[config.mk]
export PLATFORM = sky130hd
export DESIGN_NAME = flash_adc_encoder
export DESIGN_NICKNAME = d
export VERILOG_FILES = /design/src/rtl/adc_pkg.sv /design/src/rtl/therm_bubble_encoder.sv /design/src/rtl/flash_adc_encoder.sv
export SDC_FILE = /design/constraint.sdc
export NUM_CORES = 1
export LEC_CHECK = 0
export BUFFER_PORTS_ARGS = -buffer_cell sky130_fd_sc_hd__buf_4
export CORE_MARGIN = 2
export CORE_UTILIZATION = 63
export DETAILED_ROUTE_END_ITERATION = 6
export HOLD_SLACK_MARGIN = 0.15
export MAX_ROUTING_LAYER = met4
export PLACE_DENSITY = 0.84
export SLEW_MARGIN = 10
export SYNTH_ARGS = -nofsm -noshare
export SYNTH_HDL_FRONTEND = slang
export SYNTH_SLANG_ARGS = --single-unit
[constraint.sdc]
create_clock -name clk -period 7.3 [get_ports clk]
set_input_delay 0 -clock clk [delete_from_list [all_inputs] [get_ports clk]]
set_output_delay 0 -clock clk [all_outputs]
set_load 0.005 [all_outputs]
[src/rtl/adc_pkg.sv]
// Shared types and constants for the flash ADC digital back end.
package adc_pkg;

  typedef enum logic [1:0] {
    IDLE = 2'd0,
    ACQ  = 2'd1,
    OUT  = 2'd2
  } adc_state_e;

  localparam int THERM_BITS_DEF = 16;
  localparam int AVG_LOG2_DEF   = 2;

  function automatic int clog2(input int value);
    int r;
    int v;
    r = 0;
    v = value - 1;
    while (v > 0) begin
      r++;
      v = v >> 1;
    end
    return r;
  endfunction

endpackage

[src/rtl/therm_bubble_encoder.sv]
// Combinational bubble repair (3-input majority) and thermometer-to-binary encode.
module therm_bubble_encoder
  import adc_pkg::*;
#(
  parameter int  THERM_BITS = THERM_BITS_DEF,
  localparam int OUT_BITS   = clog2(THERM_BITS)
) (
  input  logic [THERM_BITS-1:0] t,
  output logic [OUT_BITS-1:0]   sample,
  output logic                  all_ones,
  output logic                  all_zeros,
  output logic                  err
);

  logic [THERM_BITS+1:0] tp;
  logic [THERM_BITS-1:0] c;
  logic [OUT_BITS:0]     ones;

  // Below the lowest comparator reads as 1, above the highest as 0.
  assign tp = {1'b0, t, 1'b1};

  for (genvar i = 0; i < THERM_BITS; i++) begin : g_maj
    assign c[i] = (tp[i] & tp[i+1]) | (tp[i] & tp[i+2]) | (tp[i+1] & tp[i+2]);
  end

  always_comb begin
    ones = '0;
    for (int i = 0; i < THERM_BITS; i++) ones = ones + (OUT_BITS+1)'(c[i]);
  end

  assign sample    = (ones == '0) ? '0 : OUT_BITS'(ones - (OUT_BITS+1)'(1));
  assign all_ones  = &c;
  assign all_zeros = ~|c;
  assign err       = (c != t);

endmodule

[src/rtl/flash_adc_encoder.sv]
// Flash ADC back end: input synchroniser, encode register, burst averaging FSM.
module flash_adc_encoder
  import adc_pkg::*;
#(
  parameter int  THERM_BITS  = THERM_BITS_DEF,
  parameter int  AVG_LOG2    = AVG_LOG2_DEF,
  parameter int  SYNC_STAGES = 2,
  localparam int OUT_BITS    = clog2(THERM_BITS)
) (
  input  logic                  clk,
  input  logic                  reset,
  input  logic                  start,
  input  logic                  cont,
  input  logic [THERM_BITS-1:0] therm_in,
  output logic [OUT_BITS-1:0]   code,
  output logic                  code_valid,
  output logic                  busy,
  output logic                  overrange,
  output logic                  underrange,
  output logic                  bubble_err
);

  localparam int ACC_W = OUT_BITS + AVG_LOG2;
  localparam int CNT_W = (AVG_LOG2 > 0) ? AVG_LOG2 : 1;
  localparam logic [CNT_W-1:0] CNT_LAST = CNT_W'((1 << AVG_LOG2) - 1);

  logic [SYNC_STAGES-1:0][THERM_BITS-1:0] sync_q;
  logic [OUT_BITS-1:0] enc_sample, e_sample;
  logic enc_ones, enc_zeros, enc_err;
  logic e_ones, e_zeros, e_err;

  adc_state_e state, state_nxt;
  logic [CNT_W-1:0] cnt;
  logic [ACC_W-1:0] acc;
  logic ovr_acc, und_acc, err_acc;
  logic acc_clr, acc_en, out_load;

  // Free-running synchroniser; index 0 is the capture flop.
  always_ff @(posedge clk or posedge reset)
    if (reset) sync_q <= '0;
    else       sync_q <= {sync_q[SYNC_STAGES-2:0], therm_in};

  therm_bubble_encoder #(.THERM_BITS(THERM_BITS)) u_enc (
    .t         (sync_q[SYNC_STAGES-1]),
    .sample    (enc_sample),
    .all_ones  (enc_ones),
    .all_zeros (enc_zeros),
    .err       (enc_err)
  );

  always_ff @(posedge clk or posedge reset)
    if (reset) begin
      e_sample <= '0;
      e_ones   <= 1'b0;
      e_zeros  <= 1'b0;
      e_err    <= 1'b0;
    end else begin
      e_sample <= enc_sample;
      e_ones   <= enc_ones;
      e_zeros  <= enc_zeros;
      e_err    <= enc_err;
    end

  always_ff @(posedge clk or posedge reset)
    if (reset) state <= IDLE;
    else       state <= state_nxt;

  always_comb begin
    state_nxt = state;
    case (state)
      IDLE:    if (start || cont) state_nxt = ACQ;
      ACQ:     if (cnt == CNT_LAST) state_nxt = OUT;
      OUT:     state_nxt = cont ? ACQ : IDLE;
      default: state_nxt = IDLE;
    endcase
  end

  always_comb begin
    acc_clr  = 1'b0;
    acc_en   = 1'b0;
    out_load = 1'b0;
    busy     = 1'b0;
    case (state)
      IDLE: acc_clr = start | cont;
      ACQ: begin
        acc_en = 1'b1;
        busy   = 1'b1;
      end
      OUT: begin
        out_load = 1'b1;
        busy     = 1'b1;
        acc_clr  = cont;
      end
      default: ;
    endcase
  end

  always_ff @(posedge clk or posedge reset)
    if (reset) begin
      acc     <= '0;
      cnt     <= '0;
      ovr_acc <= 1'b0;
      und_acc <= 1'b0;
      err_acc <= 1'b0;
    end else if (acc_clr) begin
      acc     <= '0;
      cnt     <= '0;
      ovr_acc <= 1'b0;
      und_acc <= 1'b0;
      err_acc <= 1'b0;
    end else if (acc_en) begin
      acc     <= acc + ACC_W'(e_sample);
      cnt     <= cnt + CNT_W'(1);
      ovr_acc <= ovr_acc | e_ones;
      und_acc <= und_acc | e_zeros;
      err_acc <= err_acc | e_err;
    end

  // Results hold between bursts; only the strobe is cleared every cycle.
  always_ff @(posedge clk or posedge reset)
    if (reset) begin
      code       <= '0;
      code_valid <= 1'b0;
      overrange  <= 1'b0;
      underrange <= 1'b0;
      bubble_err <= 1'b0;
    end else begin
      code_valid <= out_load;
      if (out_load) begin
        code       <= acc[ACC_W-1:AVG_LOG2];
        overrange  <= ovr_acc;
        underrange <= und_acc;
        bubble_err <= err_acc;
      end
    end

endmodule

Word-level counts from Yosys, hierarchy flattened
Cells that the tools add are included.

Add/sub/neg operators: 18. $mul: 0. Divide/modulo/power cells: 0. Order comparisons: 0. Equality and inequality tests: 6. Shift operators: 0. Multiplexer cells: 19. Bitwise logic cells: 63. Reductions and logical operators: 9.

Operator list (number): $add A5 B1 Y5 (14); $or A1 B1 Y1 (34); $and A1 B1 Y1 (29); $ne A16 B16 Y1 (1); $reduce_and A16 Y1 (1); $reduce_or A16 Y1 (1); $mux W6 (2); $mux W1 (10); $mux W2 (4); $add A6 B4 Y6 (1); $pmux W2 S3 (1); $logic_not A5 Y1 (1); $eq A2 B2 Y1 const B (2); $mux W4 (1); $ne A2 B2 Y1 const B (2); $sub A4 B1 Y4 const B (1); $add A1 B1 Y2 (1); $add A2 B1 Y2 const B (1); $eq A2 B1 Y1 const B (1); $logic_not A2 Y1 (1); $pmux W1 S2 (1); $reduce_and A2 Y1 (1); $reduce_bool A2 Y1 (1); $reduce_or A2 Y1 (1); other kinds (2) (2).

Register bits after elaboration: 60. Latch bits: 0. Memory bits (writable): 0. Memory bits (read-only): 0. Input port bits: 20. Output and inout port bits: 9. Word-level logic and storage cells: 132. Memories: 0.

Depth between registers and ports, before layout
Depth in word-level cells: 20. Mapped depth: 18.

By module
A second synthesis with hierarchy kept.

Cells, all modules: 264. Area total of the unflattened synthesis: 2931.6 µm².

By module, submodules not included: flash_adc_encoder (instances 1, cells each 132, area each 2018.2 µm²); therm_bubble_encoder (instances 1, cells each 132, area each 913.4 µm²).

Least setup slack after synthesis
Ideal clock, no wire load.

Path type: reg2reg. Start point: register sync_q[17] (netlist bit). End point: register e_sample[2]. Setup time: 129 ps. Data arrival time: 4437 ps. Setup slack: 2733 ps. Stages on the path, launching flop included: 18. Path buffers: 0. Period minus slack after synthesis: 4567 ps. Path through: dfrtp_1 -> nor2_1 -> nor2_1 -> a21o_1 -> ha_1 -> inv_1 -> fa_1 -> fa_1 -> inv_1 -> fa_1 -> fa_1 -> fa_1 -> inv_1 -> fa_1 -> ha_1 -> o21ai_0 -> and3b_1 -> a211oi_1.

Cells in the longest elaborated chain, start to end: 20. Elaborated cells between the ends (all ways): 27. Classes of those cells: add/sub: 16; mux: 1; bitwise: 9; reduce/logical: 1.

Ends and longest elaborated chain: start, declared (RTL line flash_adc_encoder.sv:27) `logic [SYNC_STAGES-1:0][THERM_BITS-1:0] sync_q;`; start signal, assigned (RTL line flash_adc_encoder.sv:41) `else sync_q <= {sync_q[SYNC_STAGES-2:0], therm_in};`; $and A1 B1 Y1 (RTL line therm_bubble_encoder.sv:23) `assign c[i] = (tp[i] & tp[i+1]) | (tp[i] & tp[i+2]) | (tp[i+1] & tp[i+2]);`; $or A1 B1 Y1 (2 in a row) (RTL line therm_bubble_encoder.sv:23); $add A1 B1 Y2 (RTL line therm_bubble_encoder.sv:28) `for (int i = 0; i < THERM_BITS; i++) ones = ones + (OUT_BITS+1)'(c[i]);`; $add A5 B1 Y5 * (14 in a row) (RTL line therm_bubble_encoder.sv:28); $sub A4 B1 Y4 or $logic_not A5 Y1 (tied branches) (RTL line therm_bubble_encoder.sv:31) `assign sample = (ones == '0) ? '0 : OUT_BITS'(ones - (OUT_BITS+1)'(1));`; $mux W4 * (RTL line therm_bubble_encoder.sv:31); net enc_sample[2] (RTL line flash_adc_encoder.sv:28) `logic [OUT_BITS-1:0] enc_sample, e_sample;`; end signal, assigned (RTL line flash_adc_encoder.sv:58) `e_sample <= enc_sample;`; end, declared (RTL line flash_adc_encoder.sv:28).

Mark *: on every way through the listed nets, which the timed path passes. The rest lies on a longest branch. A chain may end at the register's enable or synchronous reset.

Worst setup path in the final report
Same ends and word-level chain as after synthesis.

==> flow_summary.yaml <==
timing:
  whs_ns: 0.302
  layout_min_cycle_time_ns: 4.92
  slew_headroom_pct: 52.4
  setup_tns_ns: 0
  hold_violations: 0
  tightest_slew_ns: 0.715
  fin_crit_sh_pct: 67.4
  grt_setup_unrepaired: "false"
  drv_slew: 0
  skew_ns: 0.0108
  max_freq_ghz: 0.203
  setup_viol: 0
clock_tree:
  cts_tree: "built"
  cts_buffers: 9
  cts_buffer_depth: 2
  clk_latency_ns: 0.34
  cts_sinks: 60
  htree_num_levels: 3
  clk_pin_slew_worst_paths_ns: 0.07
  cts-resized-gates: 0
  root_buffer: "clkbuf_8"
  postCtsSetupBuffers: 0
routing:
  drtIter0Drc: 89
  totalWireLength_mm: 5.58
  drc: 0
  first_pass_iters: 5
  vias_per_cell: 5.59
  post_drt_wl_per_cell_um: 14.8
  vias: 2112
  ant_nets: 0
grt:
  grt_pass1_wl_mm: 9.02
  grt_usage_pct: 23.7
  gr-total-overflow: 0
  antenna_found_initial: 0
  grt_pass1_vias: 2209
  grt_max_degree: 61
synthesis:
  postSynthNetCount: 316
  yosysSeqAreaShare_pct: 50.3
  syn_inst: 266
  synth_edf_count: 0
  async_reset_ff_share_pct: 100
  syn_area_sq_um: 2990
  synth_largest_area_cell: "dfrtp_1"
  yosysWarnings: 0
  synth_top_area_share_pct: 50.3
  synth_cell_types: 38
  syn_avg_cell_area_sq_um: 11.2
  synth_area_leaders: "dfrtp_1 (50%), ha_1 (8.0%), fa_1 (7.4%)"
  ys.flop_type: "dfrtp_1"
  yosys_register_bits: 60
placement:
  place_area_sq_um: 3240
  port_buffers: 28
  dpl.hpwl_mm: 3.72
  place_inst: 342
  gp_congestion: 0.967
die:
  start_util_pct: 64.1
  coreArea_sq_um: 4660
  die_w_um: 72.9
  rows: 25
  die_y_um: 72.9
  dieArea_sq_um: 5310
  boundaryPins: 29
pwr:
  peakVddDrop_uv: 219
  power_density_nw_per_um2: 363
  p_leak_nw: 1.80
cells_and_area:
  ff_latch_area_sq_um: 1500
  layout_common_cells: "dfrtp_1 (60), inv_1 (32), buf_4 (29), dlygate4sd3_1 (20), ha_1 (19)"
  nNetsFinal: 369
  instances_no_fill: 378
  num_antenna_cells: 0
  drive_gt1_share_pct: 16.7
  final_common_cell: "dfrtp_1"
  area_delta_synth_final_pct: 21.8
  nFillCells: 299
  fin_area_sq_um: 3640
  multiInputGateArea_sq_um: 1330
setup_path:
  cp.required_ns: 7.51
  endpoint_kind: "register"
  critical_path_class: "register to register"
  worst_setup_path_start_kind: "register"
  path_max_fanout: 6
  cp.arrival_ns: 5.13
worst_hold_path:
  hold_path.class: "input port to register"
outcome:
  status: "completed"
flow_run:
  maxCapViolations: 0
## state kept, by name (all words and copies together) (netlist names)
register and flops:
sync_q 32, err_acc 1, underrange 1, e_sample 4
e_zeros 1, overrange 1, e_err 1, code 4
und_acc 1, ovr_acc 1, e_ones 1, cnt 2
acc 6, bubble_err 1, code_valid 1, state 2
## synth_stat cells (all sizes together) (4+ instances only)
| master | number |
|---|---|
| a21oi | 17 |
| nor2 | 17 |
| maj3 | 6 |
| mux2 | 7 |
| a211oi | 6 |
| dfrtp | 60 |
| a21o | 7 |
| o21ai | 10 |
| ha | 19 |
| inv | 33 |
| xnor2 | 4 |
| fa | 11 |
| nand2b | 4 |
| clkbuf | 6 |
| mux2i | 4 |
| nand4 | 4 |
| nand2 | 15 |
## report_power, final
part / switching (mW) / total, mW / internal [mW] / leakage, nW
combinational: 0.306 / 0.589 / 0.283 / 0.961
sequential: 0.0415 / 0.437 / 0.395 / 0.739
clock: 0.136 / 0.294 / 0.159 / 0.0958
## path summary, 6_finish.rpt
kind	startpoint	end	slack, ns	cells past startpoint
setup / recovery	sync_q[17]	e_sample[2]	2.38	17
hold / removal	therm_in[0]	sync_q[0]	0.30	2
setup reg to reg	sync_q[17]	e_sample[2]	2.38	17
hold reg to reg	sync_q[1]	sync_q[17]	0.34	0
max in group asynchronous	reset	acc[1]	6.41	4
min in group asynchronous	reset	err_acc	0.42	4
## layer usage
layer  track usage [%]  part of all wire, %
met1              24.3                   39
met2              40.5                   53
met3              6.77                  4.7
met4              13.4                  2.5
met5                 -                    0
## cell families (layout without fill, tap and decap cells)
kind of cell    Yosys count  count (layout)  share of synthesized area (%)
flops                    60              60                           50.3
compound gates           58              58                           12.6
simple gates             57              57                           9.38
buf+inv                  40              98                           5.28
fa+ha+maj                36              36                           17.3
mux                      11              11                           3.98
xor+xnor                  4               4                           1.17
## final cells by class
type | count | area share (%)
repair buffers | 49 | 11.5
clock inverters | 7 | 2.10
inverters | 33 | 3.40
clock buffers | 9 | 3.40
well taps | 54 | 1.86
multi-input cells | 166 | 36.5
flip-flops and latches | 60 | 41.3
## repair_timing
action,4_1_cts,5_1_grt
hold endpoints to repair,78,0
hold buffers,20,0
setup endpoints to repair,0,0
## critical path: stages, from the launching register on
cell      delay [ns]
dfrtp_1         0.45
nor2_1          0.23
nor2_1          0.06
a21o_1          0.19
ha_1            0.31
inv_1           0.08
fa_1            0.43
fa_1            0.51
inv_1           0.05
fa_1            0.53
fa_1            0.44
fa_1            0.43
inv_1           0.08
fa_1            0.43
ha_1            0.27
o21ai_0         0.09
and3b_1         0.17
a211oi_1        0.04
## stage by stage
step	setup slack, ns	utilization, %	total power [mW]
finish	2.38	78.1	1.32
global route	2.17	78.1	1.43
CTS	2.42	78.1	1.33
detailed placement	2.52	69.5	1.02
global placement	2.65	69.5	0.984
floorplan	2.73	-	0.880
No activity file was read; power rests on OpenSTA's default activity.
